**config.mk**
```make
export PLATFORM = sky130hd
export DESIGN_NAME = result_lifo_stack_flat
export DESIGN_NICKNAME = d
export VERILOG_FILES = /design/src/rtl/result_lifo_stack_if.sv /design/src/rtl/result_lifo_stack.sv /design/src/flat_wrapper.sv
export SDC_FILE = /design/constraint.sdc
export NUM_CORES = 1
export LEC_CHECK = 0
export ABC_CLOCK_PERIOD_IN_PS = 4350
export CORE_ASPECT_RATIO = 1.4
export CORE_MARGIN = 3
export CORE_UTILIZATION = 45
export DETAILED_ROUTE_END_ITERATION = 7
export SLEW_MARGIN = 20
export SYNTH_ARGS = -nofsm -noshare
export SYNTH_HDL_FRONTEND = slang
export SYNTH_SLANG_ARGS = --single-unit
```
**constraint.sdc**
```tcl
create_clock -name clk -period 4.35 [get_ports clk]
set_clock_uncertainty 0.1 [all_clocks]
set_input_delay 0.87 -clock clk [delete_from_list [all_inputs] [get_ports clk]]
set_output_delay 0.87 -clock clk [all_outputs]
set_load 0.02 [all_outputs]
```
**src/rtl/result_lifo_stack_if.sv**
```systemverilog
// rtl/result_lifo_stack_if.sv - push/pop request and result bus of the result LIFO stack
interface result_lifo_stack_if #(
    parameter int DATA_W = 6,
    parameter int OP_W   = 3,
    parameter int DEPTH  = 8
);
    localparam int CNT_W = $clog2(DEPTH + 1);

    logic              push;
    logic              pop;
    logic              clear_err;
    logic [DATA_W-1:0] din_result;
    logic [OP_W-1:0]   din_opcode;
    logic [DATA_W-1:0] dout_result;
    logic [OP_W-1:0]   dout_opcode;
    logic              dout_valid;
    logic [CNT_W-1:0]  count;
    logic              full;
    logic              empty;
    logic              overflow;
    logic              underflow;

    modport master (
        output push, pop, clear_err, din_result, din_opcode,
        input  dout_result, dout_opcode, dout_valid, count, full, empty, overflow, underflow
    );

    modport slave (
        input  push, pop, clear_err, din_result, din_opcode,
        output dout_result, dout_opcode, dout_valid, count, full, empty, overflow, underflow
    );
endinterface

```
**src/rtl/result_lifo_stack.sv**
```systemverilog
// rtl/result_lifo_stack.sv - LIFO of opcode-tagged ALU results with optional overwrite of oldest
module result_lifo_stack #(
    parameter int DATA_W      = 6,
    parameter int OP_W        = 3,
    parameter int DEPTH       = 8,
    parameter int OVERWRITE   = 0,
    parameter int EDGE_DETECT = 1
) (
    input  logic                 clk,
    input  logic                 reset,
    result_lifo_stack_if.slave   bus
);
    localparam int PTR_W = $clog2(DEPTH);
    localparam int CNT_W = $clog2(DEPTH + 1);
    localparam int ENT_W = DATA_W + OP_W;
    localparam logic [PTR_W-1:0] LAST_PTR = PTR_W'(DEPTH - 1);
    localparam logic [CNT_W-1:0] FULL_CNT = CNT_W'(DEPTH);

    function automatic logic [PTR_W-1:0] ptr_inc(input logic [PTR_W-1:0] p);
        return (p == LAST_PTR) ? '0 : p + 1'b1;
    endfunction

    function automatic logic [PTR_W-1:0] ptr_dec(input logic [PTR_W-1:0] p);
        return (p == '0) ? LAST_PTR : p - 1'b1;
    endfunction

    logic [ENT_W-1:0]  mem [DEPTH];
    // top_ptr is the next free slot; base_ptr is the oldest entry and only
    // moves when a full stack overwrites its bottom.
    logic [PTR_W-1:0]  base_ptr, top_ptr;
    logic [CNT_W-1:0]  count_r;
    logic              push_q, pop_q;
    logic [DATA_W-1:0] dout_result_r;
    logic [OP_W-1:0]   dout_opcode_r;
    logic              dout_valid_r;
    logic              overflow_r, underflow_r;

    logic              push_req, pop_req;
    logic              is_full, is_empty;
    logic [PTR_W-1:0]  top_idx;
    logic [ENT_W-1:0]  entry_in;

    logic              mem_we;
    logic [PTR_W-1:0]  mem_waddr;
    logic [PTR_W-1:0]  top_nxt, base_nxt;
    logic [CNT_W-1:0]  count_nxt;
    logic              out_load;
    logic [ENT_W-1:0]  out_data;
    logic              ovf_evt, udf_evt;

    assign push_req = (EDGE_DETECT != 0) ? (bus.push & ~push_q) : bus.push;
    assign pop_req  = (EDGE_DETECT != 0) ? (bus.pop  & ~pop_q)  : bus.pop;
    assign is_full  = (count_r == FULL_CNT);
    assign is_empty = (count_r == '0);
    assign top_idx  = ptr_dec(top_ptr);
    assign entry_in = {bus.din_opcode, bus.din_result};

    always_comb begin
        mem_we    = 1'b0;
        mem_waddr = top_ptr;
        top_nxt   = top_ptr;
        base_nxt  = base_ptr;
        count_nxt = count_r;
        out_load  = 1'b0;
        out_data  = mem[top_idx];
        ovf_evt   = 1'b0;
        udf_evt   = 1'b0;
        if (push_req && pop_req) begin
            out_load = 1'b1;
            if (is_empty) begin
                out_data = entry_in;
            end else begin
                mem_we    = 1'b1;
                mem_waddr = top_idx;
            end
        end else if (push_req) begin
            if (!is_full) begin
                mem_we    = 1'b1;
                top_nxt   = ptr_inc(top_ptr);
                count_nxt = count_r + 1'b1;
            end else begin
                ovf_evt = 1'b1;
                // When full, top_ptr equals base_ptr: writing there evicts the oldest.
                if (OVERWRITE != 0) begin
                    mem_we   = 1'b1;
                    top_nxt  = ptr_inc(top_ptr);
                    base_nxt = ptr_inc(base_ptr);
                end
            end
        end else if (pop_req) begin
            if (!is_empty) begin
                out_load  = 1'b1;
                top_nxt   = top_idx;
                count_nxt = count_r - 1'b1;
            end else begin
                udf_evt = 1'b1;
            end
        end
    end

    always_ff @(posedge clk) begin
        if (mem_we && !reset) begin
            mem[mem_waddr] <= entry_in;
        end
    end

    always_ff @(posedge clk) begin
        if (reset) begin
            base_ptr      <= '0;
            top_ptr       <= '0;
            count_r       <= '0;
            push_q        <= 1'b1;
            pop_q         <= 1'b1;
            dout_result_r <= '0;
            dout_opcode_r <= '0;
            dout_valid_r  <= 1'b0;
            overflow_r    <= 1'b0;
            underflow_r   <= 1'b0;
        end else begin
            base_ptr     <= base_nxt;
            top_ptr      <= top_nxt;
            count_r      <= count_nxt;
            push_q       <= bus.push;
            pop_q        <= bus.pop;
            dout_valid_r <= out_load;
            if (out_load) begin
                dout_result_r <= out_data[DATA_W-1:0];
                dout_opcode_r <= out_data[ENT_W-1:DATA_W];
            end
            overflow_r  <= ovf_evt | (overflow_r  & ~bus.clear_err);
            underflow_r <= udf_evt | (underflow_r & ~bus.clear_err);
        end
    end

    assign bus.dout_result = dout_result_r;
    assign bus.dout_opcode = dout_opcode_r;
    assign bus.dout_valid  = dout_valid_r;
    assign bus.count       = count_r;
    assign bus.full        = is_full;
    assign bus.empty       = is_empty;
    assign bus.overflow    = overflow_r;
    assign bus.underflow   = underflow_r;
endmodule

```
**src/flat_wrapper.sv**
```systemverilog
// flat-port wrapper written by rule: the top's interface ports become plain ports
module result_lifo_stack_flat 
#(
    parameter int DATA_W      = 6,
    parameter int OP_W        = 3,
    parameter int DEPTH       = 8,
    parameter int OVERWRITE   = 0,
    parameter int EDGE_DETECT = 1
)
  (clk, reset, bus_push, bus_pop, bus_clear_err, bus_din_result, bus_din_opcode, bus_dout_result, bus_dout_opcode, bus_dout_valid, bus_count, bus_full, bus_empty, bus_overflow, bus_underflow);
  result_lifo_stack_if #(.DATA_W(DATA_W), .OP_W(OP_W), .DEPTH(DEPTH)) bus_i ();
  input  logic clk;
  input  logic reset;
  input wire logic [$bits(bus_i.push)-1:0] bus_push;
  input wire logic [$bits(bus_i.pop)-1:0] bus_pop;
  input wire logic [$bits(bus_i.clear_err)-1:0] bus_clear_err;
  input wire logic [$bits(bus_i.din_result)-1:0] bus_din_result;
  input wire logic [$bits(bus_i.din_opcode)-1:0] bus_din_opcode;
  output wire logic [$bits(bus_i.dout_result)-1:0] bus_dout_result;
  output wire logic [$bits(bus_i.dout_opcode)-1:0] bus_dout_opcode;
  output wire logic [$bits(bus_i.dout_valid)-1:0] bus_dout_valid;
  output wire logic [$bits(bus_i.count)-1:0] bus_count;
  output wire logic [$bits(bus_i.full)-1:0] bus_full;
  output wire logic [$bits(bus_i.empty)-1:0] bus_empty;
  output wire logic [$bits(bus_i.overflow)-1:0] bus_overflow;
  output wire logic [$bits(bus_i.underflow)-1:0] bus_underflow;
  assign bus_i.push = bus_push;
  assign bus_i.pop = bus_pop;
  assign bus_i.clear_err = bus_clear_err;
  assign bus_i.din_result = bus_din_result;
  assign bus_i.din_opcode = bus_din_opcode;
  assign bus_dout_result = bus_i.dout_result;
  assign bus_dout_opcode = bus_i.dout_opcode;
  assign bus_dout_valid = bus_i.dout_valid;
  assign bus_count = bus_i.count;
  assign bus_full = bus_i.full;
  assign bus_empty = bus_i.empty;
  assign bus_overflow = bus_i.overflow;
  assign bus_underflow = bus_i.underflow;
  result_lifo_stack #(.DATA_W(DATA_W), .OP_W(OP_W), .DEPTH(DEPTH), .OVERWRITE(OVERWRITE), .EDGE_DETECT(EDGE_DETECT)) u_core (.clk(clk), .reset(reset), .bus(bus_i));
endmodule
```
---- Yosys cells after proc, flatten, opt, wreduce, memory -nomap -nowiden ----
Memory sizes are Yosys's and may differ from the RTL's.
Index checks and enable logic that the tools add are counted.
Widths: inputs -> output; s select.
storage, ports and cells
  register bits ........................... 21
  latch bits .............................. 0
  memory bits (writable) .................. 72
  memory bits (read-only) ................. 0
  output and inout bits ................... 18
  memories kept ........................... 1
operators by class
  add/subtract/negate cells ............... 4
  multipliers ............................. 0
  divide/modulo/power cells ............... 0
  magnitude comparators ................... 0
  equal/unequal tests ..................... 4
  shifts and indexed selects .............. 0
  multiplexer cells ....................... 29
  bitwise logic cells ..................... 10
  reductions and logical operators ........ 8
memories
  name        words  width  read ports  clocked after memory_dff  wr ports  RTL line                 RTL
  u_core.mem  8      9      1           0                         1         result_lifo_stack.sv:27  logic [ENT_W-1:0] mem [DEPTH];
operator list
  kind                 number
  $mux 3               7
  $mux 9               2
  $mux 1               16
  $mux 4               4
  $add 4x1->4 const B  1
  $and 1x1->1          4
  $eq 4x4->1 const B   1
  $logic_not 4->1      1
  $not 1->1            4
  $reduce_and 4->1     1
  $sub 4x1->4 const B  1
  $add 3x1->3 const B  1
  $eq 3x3->1 const B   1
  $logic_not 3->1      1
  $reduce_and 3->1     1
  $sub 3x1->3 const B  1
  $logic_and 1x1->1    2
  $ne 2x1->1 const B   1
  $ne 2x2->1 const B   1
  $or 1x1->1           2
  $reduce_bool 2->1    1
  $logic_not 1->1      1

---- Depth between registers and ports, before layout ----
Gate-level depths: netlist of the first run.
  word-level depth ........................ 7
  depth in mapped cells ................... 9
  mapped depth without buffers ............ 7

---- Least setup slack after synthesis of the first run ----
No wires, ideal clock.
  path type ............................... flip-flop to flip-flop
  from .................................... reg u_core.top_ptr[0]
  to ...................................... mem u_core.mem[0][0] (netlist bit) (enable)
  setup time .............................. 387 ps
  arrival ................................. 2,491 ps
  setup slack ............................. 1,373 ps
  cell stages (with the launch flop) ...... 9
  buffers on the path ..................... 2
  period minus slack after synthesis ...... 2,977 ps
  path through ............................ dfxtp_1 > inv_1 > clkbuf_1 > ha_1 > or3_2 > nand2_1 > buf_1 > a31oi_1 > nor3_1
between the ends
  longest elaborated chain between the ends .. 4
  elaborated cells on any way between the ends .. 5
  classes of those cells .................. add/sub (1); mux (3); reduce/logical (1)
RTL lines
  element                                         RTL line                  RTL
  start: declaration                              result_lifo_stack.sv:30   logic [PTR_W-1:0] base_ptr, top_ptr;
  start signal: assignment                        result_lifo_stack.sv:121  top_ptr <= top_nxt;
  $sub 3x1->3 or $logic_not 3->1 (tied branches)  result_lifo_stack.sv:24   return (p == '0) ? LAST_PTR : p - 1'b1;
  $mux 3                                          result_lifo_stack.sv:24
  $mux 3                                          --
  $mux 3 (*)                                      result_lifo_stack.sv:68   if (push_req && pop_req) begin
  end: declaration                                result_lifo_stack.sv:27
Every way passes the cells marked *; elsewhere a longest branch is shown, timed or not.

---- Worst setup path after layout of the first run ----
  from .................................... in bus_push
  to ...................................... mem u_core.mem[0][3] (netlist bit) (enable)
between the ends
  longest elaborated chain between the ends .. 6
  elaborated cells on any way between the ends .. 8
  classes of those cells .................. mux (5); bitwise (1); reduce/logical (2)
RTL lines
  element                                      RTL line                                          RTL
  start: declaration                           flat_wrapper.sv:14                                input wire logic [$bits(bus_i.push)-1:0] bus_push;
  $and 1x1->1 (*)                              result_lifo_stack.sv:51                           assign push_req = (EDGE_DETECT != 0) ? (bus.push & ~push_q) : bus.push;
  $mux 1 or $logic_and 1x1->1 (tied branches)  result_lifo_stack.sv:76, result_lifo_stack.sv:68
  $mux 1                                       result_lifo_stack.sv:68
  $logic_and 1x1->1                            result_lifo_stack.sv:102                          if (mem_we && !reset) begin
  $mux 1                                       result_lifo_stack.sv:102
  $mux 1 (implied by the code)                 result_lifo_stack.sv:103                          mem[mem_waddr] <= entry_in;
Marks and branches as above.

==> results.env, run 1 <==
RUN_STATUS='completed'
MIN-DELAY-PATH-CLASS='reg2reg'
SYNTH_FLOP_CELL='sky130_fd_sc_hd__edfxtp_1'
CTS-HOLD-FIX-BUFFERS=0
SYNTH_ENABLE_FLOP_CELLS=72
SYNTHESIS.INSTANCES=354
FIRST_GLOBAL_VIAS=2812
FF_LATCH_AREA_UM2=2580
SYNTH_SEQUENTIAL_AREA_RATIO=0.594
CTS_RESIZED=0
FRACTION_OF_REGISTERS_WITH_ASYNC_SET_OR_RESET_AFTER_SYNTHESIS=0
SYNTH.LARGEST_AREA_CELL='sky130_fd_sc_hd__edfxtp_1'
GRT_ANTENNA_BEFORE_REPAIR=0
SHARE_OF_CELLS_ABOVE_DRIVE_STRENGTH_1=0.138
GRT_SETUP_UNREPAIRED='no'
NUM_ANTENNA_CELLS=0
CP-END-KIND='flip-flop'
POST_SYNTH_XOR_AREA_FRACTION=0.00806
NUM_CTS_BUFFERS=9
MAX_SLEW_MARGIN=0.455
SYNTH_TOP_AREA_FRAC=0.497
CRITICAL_PATH_REQUIRED_TIME_NS=4.22
YS_TYPES=52
POST_SYNTH_MAIN_AREA_CONTRIBUTORS='sky130_fd_sc_hd__edfxtp_1 (50%), sky130_fd_sc_hd__dfxtp_1 (9.7%), sky130_fd_sc_hd__o21ai_0 (3.3%)'
WL_PER_CELL_UM=21.2
POWER.IR.VDD_WORST_mV=0.235
FIRST_PASS_ITERS=4
CLOCK-ROOT-BUFFER='sky130_fd_sc_hd__clkbuf_16'
SYNTH_SEQ_CELLS=93
FIN_SETUP_TNS_NS=0
CLOCK.FMAX_MHz=315
CTS_MAX_LEVEL=3
START_UTIL=0.471
CLOCK_INSERTION_DELAY_WORST_SKEW_NS=0.34
FINAL_CELL_AREA_UM2=5000
P_LEAK_uW=0.00160
SYN-MEAN-INSTANCE-AREA_UM2=12.3
HIGHEST_CELL_DELAY_ON_THE_WORST_TIMING_PATH_NS=0.73
CPMAXSTAGEDELAYCELL='sky130_fd_sc_hd__nor3_2'
YOSYSWARNINGCOUNT=0
POST_SYNTH_MUX_AREA_SHARE=0.0547
MAX-CAP-VIOLATIONS=0
HOLD_VIOLATIONS=0
FINISH.NET_COUNT=399
POSTPLACECELLAREA_UM2=4720
TIMING.CRITICAL_PATH.BUF_INV=2
TRITONCTS='yes'
FIRST_ITER_VIOLATIONS=231
VIA_PER_INST=5.92
TOP_LEVEL_PORTS=32
TIMING.FINAL.CRIT_PERIOD_NS=3.17
WORST-PATH-MAX-FANOUT=9
FINAL-SETUP-VIOL-COUNT=0
SYNTHESIS.NETS=375
CTS_SINKS=93
POWER.DENSITY_CELL_AREA_nW_PER_UM2=395
CORE_REGION_AREA_UM2=9230
SYNTH_TOP_FAMILY_BY_AREA='compound AO/OA/AOI/OAI gates'
SYNTH-SIMPLE-AREA-SHARE=0.101
PLACE_CONGESTION=0.859
DIE_OUTLINE_AREA_UM2=10900
DIE_H_UM=122
START_KIND='input pin'
AREA.GROWTH.SYNTH_TO_FINAL_PCT=15.1
POSTROUTEANTENNANETS=0
ARITHMETIC_CELL_SHARE_OF_THE_SYNTHESIZED_AREA_COUNTING_FULL_ADDERS_HALF_ADDERS_AND_MAJORITY_GATES=0.0219
CRIT_TYPE='in2reg'
ROUTED_WIRELENGTH_UM=10400
GRT_OVERFLOW=0
GRTUSAGETOTAL=0.201
GRT_FIRST_PASS_WIRELENGTH_UM=15800
SYNTH_COMPOUND_AREA_FRAC=0.172
DRCVIOLATIONCOUNT=0
PORT_BUFFERS=31
GRT_MAX_DEGREE=55
FILL_CELLS=817
DP_HPWL_UM=7200
ARRIVAL_TIME_AT_THE_WORST_ENDPOINT_NS=3.04
CLK_PIN_SLEW_NS=0.07
CLOCK_PATH_BUFFERS=2
DIE_X_UM=89.1
STD_CELL_ROWS=41
CRIT_FAMILY='simple AND/OR/NAND/NOR gates'
MULTI_INPUT_AREA_UM2=1590
SLEW_VIOLATIONS=0
ROUTE.VIAS.TOTAL=2901
CRIT_PATH_CELL_TRACE='clkdlybuf4s50_1 > nor2b_1 > inv_1 > nor3_1 > mux2i_1 > nor3_2'
SYNTH_AREA_UM2=4350
POST-CTS-SETUP-BUFFER-COUNT=0
WORSTMARGINPINSLEW_NS=0.813
TCRIT_TCLK_FINAL=0.729
[placed cells by master (no fill, tap or decap), types with 11 or more instances in the layout]
| cell type | count |
|---|---|
| sky130_fd_sc_hd__a211oi_1 | 13 |
| sky130_fd_sc_hd__a31oi_1 | 11 |
| sky130_fd_sc_hd__nand2b_1 | 20 |
| sky130_fd_sc_hd__mux2i_1 | 11 |
| sky130_fd_sc_hd__edfxtp_1 | 72 |
| sky130_fd_sc_hd__o211ai_1 | 13 |
| sky130_fd_sc_hd__o21ai_0 | 29 |
| sky130_fd_sc_hd__clkdlybuf4s50_1 | 31 |
| sky130_fd_sc_hd__nand2_1 | 24 |
| sky130_fd_sc_hd__dfxtp_1 | 21 |
[cell families after synthesis]
group,count (synthesis)
AOI/OAI and AO/OA,108
xor gates and xnor gates,4
adders and majority gates,7
buffers and inverters,36
DFF,93
muxes,21
and+or+nand+nor,85
[worst reg2reg max path: stages, from the launching register on]
cell                        delay (ns)
sky130_fd_sc_hd__dfxtp_1          0.47
sky130_fd_sc_hd__inv_1            0.17
sky130_fd_sc_hd__ha_2             0.21
sky130_fd_sc_hd__or3_2            0.47
sky130_fd_sc_hd__a2111oi_0        0.39
sky130_fd_sc_hd__o221ai_1         0.25
sky130_fd_sc_hd__nor2_1           0.66
[power by group]
part           switching (uW)  leakage (uW)  total, uW  internal [uW]
combinational             163      0.000642        264            101
clock                     343      0.000139        737            394
sequential               10.2      0.000818        976            966
total                     516       0.00160       1980           1460
[metal layers]
metal  track usage  vias to the layer above  routed length, um  part of all wire
met1         0.260                     1409               4500              0.43
li1              -                     1405                  -                 -
met4        0.0987                        0                355             0.034
met5             0                        -                  0                 0
met3        0.0248                       18                356             0.034
met2         0.329                       69               5150              0.50
[final timing paths]
path / start / end / slack (ns) / cells after the start
max reg2reg: u_core.top_ptr[1] / u_core.mem[3][2] / 1.26 / 6
min: u_core.bus.overflow / u_core.bus.overflow / 0.42 / 2
max: bus_push / u_core.mem[0][3] / 1.18 / 6
min reg2reg: u_core.bus.overflow / u_core.bus.overflow / 0.42 / 2
[cell usage after synthesis (2+ instances only)]
| master | instances |
|---|---|
| sky130_fd_sc_hd__edfxtp_1 | 72 |
| sky130_fd_sc_hd__o21ai_0 | 29 |
| sky130_fd_sc_hd__nand2_1 | 24 |
| sky130_fd_sc_hd__dfxtp_1 | 21 |
| sky130_fd_sc_hd__nand2b_1 | 20 |
| sky130_fd_sc_hd__clkbuf_1 | 16 |
| sky130_fd_sc_hd__a211oi_1 | 13 |
| sky130_fd_sc_hd__o211ai_1 | 13 |
| sky130_fd_sc_hd__a31oi_1 | 11 |
| sky130_fd_sc_hd__mux2i_1 | 11 |
| sky130_fd_sc_hd__nor3_1 | 11 |
| sky130_fd_sc_hd__a22oi_1 | 10 |
| sky130_fd_sc_hd__nor2_1 | 10 |
| sky130_fd_sc_hd__o221ai_1 | 10 |
| sky130_fd_sc_hd__mux2_2 | 9 |
| sky130_fd_sc_hd__inv_1 | 7 |
| sky130_fd_sc_hd__a21oi_1 | 6 |
| sky130_fd_sc_hd__ha_1 | 6 |
| sky130_fd_sc_hd__buf_6 | 4 |
| sky130_fd_sc_hd__nand3_1 | 4 |
| sky130_fd_sc_hd__nor2b_1 | 4 |
| sky130_fd_sc_hd__buf_1 | 3 |
| sky130_fd_sc_hd__or2_2 | 3 |
| sky130_fd_sc_hd__xnor2_1 | 3 |
| sky130_fd_sc_hd__and2_1 | 2 |
| sky130_fd_sc_hd__buf_2 | 2 |
| sky130_fd_sc_hd__clkbuf_8 | 2 |
| sky130_fd_sc_hd__nand2_2 | 2 |
| sky130_fd_sc_hd__o2111ai_1 | 2 |
| sky130_fd_sc_hd__o211a_1 | 2 |
[layout make-up]
class | count | share of cell area
Sequential cell | 93 | 0.516
Tap cell | 107 | 0.0268
Inverter | 8 | 0.00701
Timing Repair Buffer | 41 | 0.0771
Clock buffer | 10 | 0.0458
Clock inverter | 6 | 0.00951
Multi-Input combinational cell | 225 | 0.317
[stage by stage]
stage | power, uW | std cells | setup slack (ns) | utilization | hold slack (ns)
final | 1980 | 490 | 1.18 | 0.542 | 0.417
after global routing | 2050 | 490 | 0.985 | 0.542 | 0.453
after CTS | 1990 | 490 | 0.919 | 0.541 | 0.435
after floorplan | 1180 | 354 | 1.37 | - | 0.487
after detailed placement | 1260 | 474 | 0.588 | 0.511 | 0.417
after global placement | 1260 | 474 | 0.545 | 0.508 | 0.429
[registers in the layout (all words and copies together), names as in the netlist]
signal / cells
u_core.bus.dout_result: 6
u_core.top_ptr: 3
u_core.mem: 72
u_core.bus.underflow: 1
u_core.bus.dout_valid: 1
u_core.bus.count: 4
u_core.bus.overflow: 1
u_core.bus.dout_opcode: 3
u_core.pop_q: 1
u_core.push_q: 1
No activity file was read; power rests on OpenSTA's default activity.
==> inputs of run 2 (changes only) <==
- ABC_CLOCK_PERIOD_IN_PS: 4350 -> 3000
- clock period: 4.35 -> 3 ns (I/O delays scaled with it)
==> run 2 against run 1 <==
  * Core utilization up 2.1 points
  * Worst setup slack worse by 1.0 ns
  * Via count up 5.6%
  * Cell count up 5.5%
  * Routed wire length up 2.2%
  * Sequential cell count unchanged
  * Combinational power up 64%
  * Highest routed layer unchanged
  * Global-route usage up 0.98 points
  * Sequential power up 44%
==> results.env, run 2 (synthesis results as in run 1) <==
SHARE_OF_CELLS_ABOVE_DRIVE_STRENGTH_1=0.185
NUM_CTS_BUFFERS=9
SHARE_COMB_OF_TOTAL_POWER=0.149
DIE_X_UM=89.1
START_KIND='flip-flop'
CLOCK_PATH_BUFFERS=2
ROUTED_WIRELENGTH_UM=10600
SWSHARE=0.259
FIRST_GLOBAL_VIAS=3036
TOP_LIBRARY_CELLS_BY_USAGE_IN_THE_LAYOUT_FILL_AND_TAPS_ASIDE='sky130_fd_sc_hd__edfxtp_1 (72), sky130_fd_sc_hd__buf_4 (36), sky130_fd_sc_hd__clkdlybuf4s50_1 (31)'
DRCVIOLATIONCOUNT=0
LARGEST_REG_FLOPS=72
FINAL-SETUP-VIOL-COUNT=0
POWER.IR.VDD_WORST_mV=0.373
POWER.SWITCHING_uW=751
WL_PER_CELL_UM=20.5
CRIT_PATH_CELL_TRACE='or4_4 > clkinv_4 > buf_4 > clkdlybuf4s50_1'
DIE_H_UM=122
GRTUSAGETOTAL=0.210
AREA.GROWTH.SYNTH_TO_FINAL_PCT=19.5
CLOCK-ROOT-BUFFER='sky130_fd_sc_hd__clkbuf_16'
CELL_INTERNAL_PWR_uW=2150
HOLDCRITSTARTPOINT='u_core.bus.overflow'
GRT_MAX_DEGREE=54
DP_HPWL_UM=7510
GRT_SETUP_UNREPAIRED='no'
TOP_LEVEL_PORTS=32
MIN-DELAY-PATH-CLASS='reg2reg'
CRIT_TYPE='reg2out'
ARRIVAL_TIME_AT_THE_WORST_ENDPOINT_NS=2.14
CORE_REGION_AREA_UM2=9230
PWR-SHARE-SEQ=0.486
LARGEST_REGISTER='u_core.mem'
MULTI_INPUT_AREA_UM2=1570
HOLD_SLACK_NS=0.409
GRT_ANTENNA_BEFORE_REPAIR=0
FILL_CELLS=791
FIN_SETUP_TNS_NS=0
PLACE_CONGESTION=0.842
TIMING.CRITICAL_PATH.BUF_INV=3
TIMING.CRITICAL_PATH.FROM='u_core.bus.count[3]'
START_UTIL=0.471
GRT_OVERFLOW=0
CPMAXSTAGEDELAYCELL='sky130_fd_sc_hd__clkdlybuf4s50_1'
GRT_FIRST_PASS_WIRELENGTH_UM=16800
MAX_SLEW_MARGIN=0.492
STD_CELL_ROWS=41
FINISH.NET_COUNT=426
POST-CTS-SETUP-BUFFER-COUNT=0
SLEW_VIOLATIONS=0
MAX-CAP-VIOLATIONS=0
CLOCK_POWER_SHARE=0.365
TCRIT_TCLK_FINAL=0.948
FIRST_ITER_VIOLATIONS=272
CP-END-KIND='output pin'
NUM_ANTENNA_CELLS=0
CLOCK_INSERTION_DELAY_WORST_SKEW_NS=0.34
POWER.DENSITY_CELL_AREA_nW_PER_UM2=558
HIGHEST_CELL_DELAY_ON_THE_WORST_TIMING_PATH_NS=0.62
CTS_RESIZED=0
CLK_PIN_SLEW_NS=0.07
ROUTE.VIAS.TOTAL=3063
HOLD_VIOLATIONS=0
R2R_START='u_core.top_ptr[1]'
RUN_STATUS='completed'
P_LEAK_uW=0.00173
TIMING.FINAL.CRIT_PERIOD_NS=2.84
PORT_BUFFERS=31
FINAL_CORE_UTIL=0.563
CRIT_FAMILY='buffers and inverters'
DIE_OUTLINE_AREA_UM2=10900
FF_LATCH_AREA_UM2=2580
TOTALPOWERFINAL_uW=2900
WORSTMARGINPINSLEW_NS=0.758
POSTROUTEANTENNANETS=0
CTS-HOLD-FIX-BUFFERS=0
TRITONCTS='yes'
WORST-PATH-MAX-FANOUT=8
CLOCK.FMAX_MHz=352
CTS_SINKS=93
FIRST_PASS_ITERS=5
CRITICAL_PATH_REQUIRED_TIME_NS=2.30
MOSTFREQUENTLAYOUTCELL='sky130_fd_sc_hd__edfxtp_1'
VIA_PER_INST=5.92
CTS_MAX_LEVEL=3
==> run 2: area by class of cell <==
| cell class | instances | share of cell area |
|---|---|---|
| clock buffer | 10 | 0.0441 |
| multi-input combinational | 225 | 0.302 |
| inverter | 8 | 0.00674 |
| timing repair buffer | 68 | 0.116 |
| tap | 107 | 0.0258 |
| clock inverter | 6 | 0.00891 |
| sequential | 93 | 0.497 |
==> run 2: final timing paths <==
| path | slack [ns] | to | cells after the start |
|---|---|---|---|
| min | 0.41 | u_core.bus.overflow | 2 |
| min reg2reg | 0.41 | u_core.bus.overflow | 2 |
| max | 0.16 | bus_empty | 4 |
| max reg2reg | 0.46 | u_core.mem[2][0] | 7 |
==> run 2: routing by layer <==
layer	track usage	up-vias	wire, um
met5	0	-	0
met4	0.0689	0	206
met3	0.0383	15	473
met2	0.366	85	5710
met1	0.261	1506	4210
li1	-	1457	-
==> run 2: power by group through the flow <==
stage	combinational [uW]	clock, uW	sequential, uW
after floorplan	268	0	1450
after global placement	427	0	1440
final	432	1060	1410
after global routing	474	1120	1410
after CTS	433	1070	1410
after detailed placement	431	0	1440
==> run 2: stage by stage <==
stage | std cells | area (um2) | worst slack [ns]
final | 517 | 5190 | 0.156
after global routing | 517 | 5190 | 0.109
after CTS | 517 | 5190 | 0.148
after detailed placement | 501 | 4920 | 0.0235
after global placement | 501 | 4910 | -0.320
after floorplan | 354 | 4350 | 0.0226
==> run 2: worst min-delay path, stage by stage (launching register included) <==
cell	delay [ns]
sky130_fd_sc_hd__dfxtp_1	0.34
sky130_fd_sc_hd__a32oi_1	0.06
sky130_fd_sc_hd__nor2_1	0.08
